### config.mk
export PLATFORM = sky130hd
export DESIGN_NAME = ddr3_user_port_arbiter
export DESIGN_NICKNAME = d
export VERILOG_FILES = /design/src/rtl/ddr3_user_port_arbiter.sv
export SDC_FILE = /design/constraint.sdc
export NUM_CORES = 1
export LEC_CHECK = 0
export CORE_ASPECT_RATIO = 0.6
export CORE_MARGIN = 4
export CORE_UTILIZATION = 33
export CTS_CLUSTER_DIAMETER = 40
export CTS_CLUSTER_SIZE = 8
export DETAILED_ROUTE_END_ITERATION = 10
export PLACE_DENSITY = 0.76
export SYNTH_ARGS = -nofsm -noshare
export SYNTH_HDL_FRONTEND = slang
export SYNTH_SLANG_ARGS = --single-unit
### constraint.sdc
create_clock -name clk -period 4.6 [get_ports clk]
set_input_delay 0.92 -clock clk [delete_from_list [all_inputs] [get_ports clk]]
set_output_delay 0.92 -clock clk [all_outputs]
set_load 0.03 [all_outputs]
### src/rtl/ddr3_user_port_arbiter.sv
// ddr3_user_port_arbiter: shares the single ddr3_memory_controller user port
// between two requesters. Round-robin grant with one command in flight at a
// time. Read tags (port IDs) are queued so that returned read data is routed
// back to the requesting port in order.
// Optional build macro: ARB_WRITE_PRIORITY_EN (an eligible write beats any read).
module ddr3_user_port_arbiter #(
  parameter int ADDRESS_BITWIDTH      = 15,
  parameter int BANK_ADDRESS_BITWIDTH = 3,
  parameter int DQ_BITWIDTH           = 16,
  parameter int MAX_OUTSTANDING       = 4
) (
  input  logic                                              clk,
  input  logic                                              resetn,
  input  logic                                              p0_req_valid,
  input  logic                                              p0_req_write,
  input  logic [BANK_ADDRESS_BITWIDTH+ADDRESS_BITWIDTH-1:0] p0_req_address,
  input  logic [DQ_BITWIDTH-1:0]                            p0_req_wdata,
  output logic                                              p0_req_ready,
  output logic                                              p0_rsp_valid,
  output logic [DQ_BITWIDTH-1:0]                            p0_rsp_rdata,
  input  logic                                              p1_req_valid,
  input  logic                                              p1_req_write,
  input  logic [BANK_ADDRESS_BITWIDTH+ADDRESS_BITWIDTH-1:0] p1_req_address,
  input  logic [DQ_BITWIDTH-1:0]                            p1_req_wdata,
  output logic                                              p1_req_ready,
  output logic                                              p1_rsp_valid,
  output logic [DQ_BITWIDTH-1:0]                            p1_rsp_rdata,
  output logic                                              write_enable,
  output logic                                              read_enable,
  output logic [BANK_ADDRESS_BITWIDTH+ADDRESS_BITWIDTH-1:0] i_user_data_address,
  output logic [DQ_BITWIDTH-1:0]                            i_user_data,
  input  logic                                              ctrl_ready,
  input  logic                                              ctrl_rdata_valid,
  input  logic [DQ_BITWIDTH-1:0]                            o_user_data,
  output logic                                              err_unexpected
);

  localparam int AW    = BANK_ADDRESS_BITWIDTH + ADDRESS_BITWIDTH;
  localparam int DW    = DQ_BITWIDTH;
  localparam int PTR_W = $clog2(MAX_OUTSTANDING);
  localparam int CNT_W = PTR_W + 1;

  typedef enum logic {S_IDLE, S_ISSUE} state_t;

  state_t            state_q, state_d;
  logic              last_grant_q, last_grant_d;
  logic              winner_q, winner_d;
  logic              we_q, we_d, re_q, re_d;
  logic [AW-1:0]     addr_q, addr_d;
  logic [DW-1:0]     wdata_q, wdata_d;
  logic              p0_ready_q, p0_ready_d, p1_ready_q, p1_ready_d;
  logic              p0_rsp_valid_q, p0_rsp_valid_d, p1_rsp_valid_q, p1_rsp_valid_d;
  logic [DW-1:0]     p0_rsp_rdata_q, p0_rsp_rdata_d, p1_rsp_rdata_q, p1_rsp_rdata_d;
  logic              err_q, err_d;
  logic [PTR_W-1:0]  wr_ptr_q, wr_ptr_d, rd_ptr_q, rd_ptr_d;
  logic [CNT_W-1:0]  count_q, count_d;

  // Tag FIFO storage: one bit per outstanding read, holding the port ID.
  logic              tag_mem [MAX_OUTSTANDING];

  logic fifo_full, fifo_empty, pop_en, push_en, can_push;
  logic elig0, elig1, any_elig, pick, pick_write, head_tag;

  // Eligibility and winner selection; a same-cycle pop frees a slot for a read.
  always_comb begin
    fifo_full  = (count_q == CNT_W'(MAX_OUTSTANDING));
    fifo_empty = (count_q == '0);
    pop_en     = ctrl_rdata_valid && !fifo_empty;
    can_push   = !fifo_full || pop_en;
    elig0      = p0_req_valid && (p0_req_write || can_push);
    elig1      = p1_req_valid && (p1_req_write || can_push);
    any_elig   = elig0 || elig1;
    // Tie goes to the port that was not granted last.
    pick       = (elig0 && elig1) ? ~last_grant_q : elig1;
`ifdef ARB_WRITE_PRIORITY_EN
    // Writes outrank reads; round-robin only settles same-class ties.
    if (elig0 && elig1 && (p0_req_write != p1_req_write)) begin
      pick = p1_req_write;
    end
`endif
    pick_write = pick ? p1_req_write : p0_req_write;
  end

  // Next-state, command latch, tag FIFO pointer and response computation.
  always_comb begin
    state_d        = state_q;
    last_grant_d   = last_grant_q;
    winner_d       = winner_q;
    we_d           = we_q;
    re_d           = re_q;
    addr_d         = addr_q;
    wdata_d        = wdata_q;
    p0_ready_d     = 1'b0;
    p1_ready_d     = 1'b0;
    p0_rsp_valid_d = 1'b0;
    p1_rsp_valid_d = 1'b0;
    p0_rsp_rdata_d = p0_rsp_rdata_q;
    p1_rsp_rdata_d = p1_rsp_rdata_q;
    err_d          = err_q;
    push_en        = 1'b0;
    head_tag       = tag_mem[rd_ptr_q];

    case (state_q)
      S_IDLE: begin
        if (any_elig) begin
          winner_d   = pick;
          we_d       = pick_write;
          re_d       = ~pick_write;
          addr_d     = pick ? p1_req_address : p0_req_address;
          wdata_d    = pick ? p1_req_wdata : p0_req_wdata;
          p0_ready_d = ~pick;
          p1_ready_d = pick;
          push_en    = ~pick_write;
          state_d    = S_ISSUE;
        end
      end
      S_ISSUE: begin
        if (ctrl_ready) begin
          we_d         = 1'b0;
          re_d         = 1'b0;
          last_grant_d = winner_q;
          state_d      = S_IDLE;
        end
      end
      default: state_d = S_IDLE;
    endcase

    wr_ptr_d = push_en ? wr_ptr_q + PTR_W'(1) : wr_ptr_q;
    rd_ptr_d = pop_en ? rd_ptr_q + PTR_W'(1) : rd_ptr_q;
    count_d  = count_q + CNT_W'(push_en) - CNT_W'(pop_en);

    if (pop_en) begin
      if (head_tag) begin
        p1_rsp_valid_d = 1'b1;
        p1_rsp_rdata_d = o_user_data;
      end else begin
        p0_rsp_valid_d = 1'b1;
        p0_rsp_rdata_d = o_user_data;
      end
    end
    if (ctrl_rdata_valid && fifo_empty) begin
      err_d = 1'b1;
    end
  end

  // State and output registers; reset abandons any in-flight command.
  always_ff @(posedge clk or negedge resetn) begin
    if (!resetn) begin
      state_q        <= S_IDLE;
      last_grant_q   <= 1'b1;
      winner_q       <= 1'b0;
      we_q           <= 1'b0;
      re_q           <= 1'b0;
      addr_q         <= '0;
      wdata_q        <= '0;
      p0_ready_q     <= 1'b0;
      p1_ready_q     <= 1'b0;
      p0_rsp_valid_q <= 1'b0;
      p1_rsp_valid_q <= 1'b0;
      p0_rsp_rdata_q <= '0;
      p1_rsp_rdata_q <= '0;
      err_q          <= 1'b0;
      wr_ptr_q       <= '0;
      rd_ptr_q       <= '0;
      count_q        <= '0;
    end else begin
      state_q        <= state_d;
      last_grant_q   <= last_grant_d;
      winner_q       <= winner_d;
      we_q           <= we_d;
      re_q           <= re_d;
      addr_q         <= addr_d;
      wdata_q        <= wdata_d;
      p0_ready_q     <= p0_ready_d;
      p1_ready_q     <= p1_ready_d;
      p0_rsp_valid_q <= p0_rsp_valid_d;
      p1_rsp_valid_q <= p1_rsp_valid_d;
      p0_rsp_rdata_q <= p0_rsp_rdata_d;
      p1_rsp_rdata_q <= p1_rsp_rdata_d;
      err_q          <= err_d;
      wr_ptr_q       <= wr_ptr_d;
      rd_ptr_q       <= rd_ptr_d;
      count_q        <= count_d;
    end
  end

  // Tag write; contents need no reset because the pointers define validity.
  always_ff @(posedge clk) begin
    if (push_en) begin
      tag_mem[wr_ptr_q] <= pick;
    end
  end

  assign p0_req_ready        = p0_ready_q;
  assign p1_req_ready        = p1_ready_q;
  assign p0_rsp_valid        = p0_rsp_valid_q;
  assign p1_rsp_valid        = p1_rsp_valid_q;
  assign p0_rsp_rdata        = p0_rsp_rdata_q;
  assign p1_rsp_rdata        = p1_rsp_rdata_q;
  assign write_enable        = we_q;
  assign read_enable         = re_q;
  assign i_user_data_address = addr_q;
  assign i_user_data         = wdata_q;
  assign err_unexpected      = err_q;

endmodule

==> out/summary.txt <==
Int Power: 2.43 mW
Die height: 90.2 um
Simple-Gate Fraction of Synth Area: 10.5%
CTS tree: done
Worst endpoint required time: 4.82 ns
Cts hold-fix bufs: 0
Hold Path Origin: err_unexpected
CP Max Fanout: 9
Clk root buf: clkbuf_16
DRC Markers: 0
CTS buffer count: 9
Layout cells sized above 1: 13.3%
Register area share after synthesis: 59.1%
Final min period: 3.47 ns
Synthesized area per cell: 13.4 um2
Maximum vdd ir drop: 0.246 mV
Number of synthesized flops with an enable pin: 4
Critical path origin: p1_req_valid
Clock sink total: 87
P_leak: 2.38 nW
Critical path arrival: 3.69 ns
P_sw: 1.48 mW
Post-synthesis compound-gate area fraction: 12.2%
CP Class: primary input to flop
Post-CTS setup buffers: 0
Vias in the first global route: 3206
Worst reg2reg setup slack: 1.74 ns
Synth Net Count: 376
Fin. max-slew vios: 0
Part of the power in registers: 32.6%
Final TNS setup: 0 ns
# IOs: 165
Antenna violations before repair: 0
Largest net degree at the start of global routing: 84
Count of final setup violators: 0
FP Rows: 29
DRT Pass-1 Iters: 4
Status: finished, final reports clean
Tightest Pin Transition: 1.16 ns
Routed WL: 10200 um
Cell taking the most area after synthesis: dfrtp_1
Commonest cells post-synth: dfrtp_1 (82), mux2_2 (34), a221o_1 (28), nor3b_1 (28), inv_1 (11)
PortBufs: 164
Fin. Hold Viols: 0
Tcrit/Tclk final: 75.4%
Ys flop type: dfrtp_1
Setup crit start kind: primary input
Unrepaired setup endpoints after global routing: false
Main combinational cell family by area after synthesis: compound AO/OA/AOI/OAI gates
Worst setup path end: count_q[2]
Crit Reg-Reg Startpoint: last_grant_q
Max-Cap Viols: 0
Area growth syn-to-layout: 55.6%
Logic pwr share: 47.9%
Number of DRC markers in iteration 0: 91
Pwr Density: 676 mW/mm2
Most frequent cell after synthesis: dfrtp_1
Non-filler instance count after layout: 582
Final antenna-violating net count: 0
Share of the synthesized area in the top cell type: 55.2%
Vias per inst: 5.16
Final net count: 538
Worst Skew: 0.00673 ns
GRT Total Usage: 16.0%
Synth area leaders: dfrtp_1 (55%), mux2_2 (10%), a221o_1 (7.5%), nor3b_1 (5.7%), edfxtp_1 (3.2%)
Clock share of power: 19.4%
Fin Hold WS: 0.457 ns
Die W: 145 um
Area of the core: 0.0108 mm2
Fmax: 288 MHz
Post-DR wirelength/cell: 17.6 um
Clock buffer depth: 2
Mux share of post-synthesis cell area: 10.9%
Final WS setup: 1.13 ns
Post-Syn Area: 0.00372 mm2
Rel. slew slack: 22.4%
Vias: 3005
Antenna fix cells: 0
Global-route wire length before repair: 17000 um
Starting density of the core: 34.5%
# resized after CTS: 0
Worst skew pair latency: 0.33 ns
Fraction of registers with async set/reset: 95.4%
Switching fraction of total power: 37.9%
Synth Register Bits: 87
Pre-CTS WS: 0.789 ns
Crit end category: flop
Synth Area in Adders: 2.56%
Placed instance count: 567
Placer Congestion: 0.788
Yosys Warn Count: 0
GR Overflow Total: 0
Synth Area in XOR/XNOR: 1.18%
Worst-path clk slew: 0.06 ns
Yosys cell types: 34
Worst R2R End: count_q[2]
Worst R2R Path Depth: 10
Post-DP HPWL: 7530 um
Full die area: 0.0131 mm2
Htree depth: 3
Synthesized instance count: 277
Hold Path Class: flop to flop
[registers in the layout (all words and copies together), names as in the netlist]
signal / cells
count_q: 3
err_unexpected: 1
i_user_data: 16
i_user_data_address: 18
last_grant_q: 1
p0_req_ready: 1
p0_rsp_rdata: 16
p0_rsp_valid: 1
p1_req_ready: 1
p1_rsp_rdata: 16
p1_rsp_valid: 1
rd_ptr_q: 2
read_enable: 1
state_q: 1
tag_mem: 4
winner_q: 1
wr_ptr_q: 2
write_enable: 1
[placed cells by master, fill, tap and decap left out, drive strengths merged, types with 2 or more instances in the layout]
master           n
clkdlybuf4s50  163
dfrtp           82
mux2            34
nor3b           28
a221o           28
inv             13
clkbuf          10
nor3             9
o21ai            8
nand3            7
a31oi            6
ha               6
and2             5
buf              5
nand2            4
xnor2            4
edfxtp           4
nor2             3
a21o             3
nand2b           2
a21oi            2
o211a            2
o21a             2
[worst max-delay path: stages]
cell	delay, ns
clkdlybuf4s50_1	0.54
nor2b_1	0.16
a32oi_1	0.07
nor3_1	0.67
inv_1	0.10
ha_1	0.30
inv_1	0.04
ha_1	0.18
fa_1	0.39
xor2_1	0.19
xnor2_1	0.13
[how the worst min path moves through the flow]
stage | endpoint | slack (ns) | cells after the start
floorplan | winner_q | 0.45 | 1
global placement | err_unexpected | 0.44 | 1
detailed placement | err_unexpected | 0.45 | 1
CTS | err_unexpected | 0.46 | 1
global route | p1_rsp_rdata[4] | 0.51 | 1
finish | err_unexpected | 0.46 | 1
[metal layers]
metal	vias to the layer above	share of wire [%]	track usage (%)
met1	1491	47	21.0
li1	1358	-	-
met3	12	10	7.94
met5	-	0	0
met2	144	42	23.4
met4	0	1.0	4.27
[stage by stage]
step                      power (mW)  utilization, %  area, um2
after floorplan                 2.36               -       3720
after global placement          3.13            50.8       5470
after detailed placement        3.18            50.8       5470
after CTS                       3.96            53.7       5790
after global routing            4.12            53.7       5790
final                           3.91            53.7       5790
[cell families after synthesis]
family,Yosys count
mux,35
flops,87
xor+xnor,5
fa+ha+maj,7
buf+inv,28
compound gates,54
simple gates,61
[cell type report]
type | count | area (um2)
Clock buffer | 10 | 250
Fill cell | 882 | 4990
Multi-Input combinational cell | 162 | 1390
Tap cell | 139 | 174
Inverter | 11 | 41.3
Clock inverter | 5 | 62.6
Timing Repair Buffer | 168 | 1670
Sequential cell | 87 | 2200
[power by group through the flow]
stage	clock network, mW	logic [mW]	registers (mW)
after floorplan	0	0.551	1.81
after global placement	0	1.85	1.28
after detailed placement	0	1.89	1.29
after CTS	0.782	1.90	1.28
after global routing	0.815	1.99	1.32
final	0.760	1.88	1.28
No activity file was read; power rests on OpenSTA's default activity.
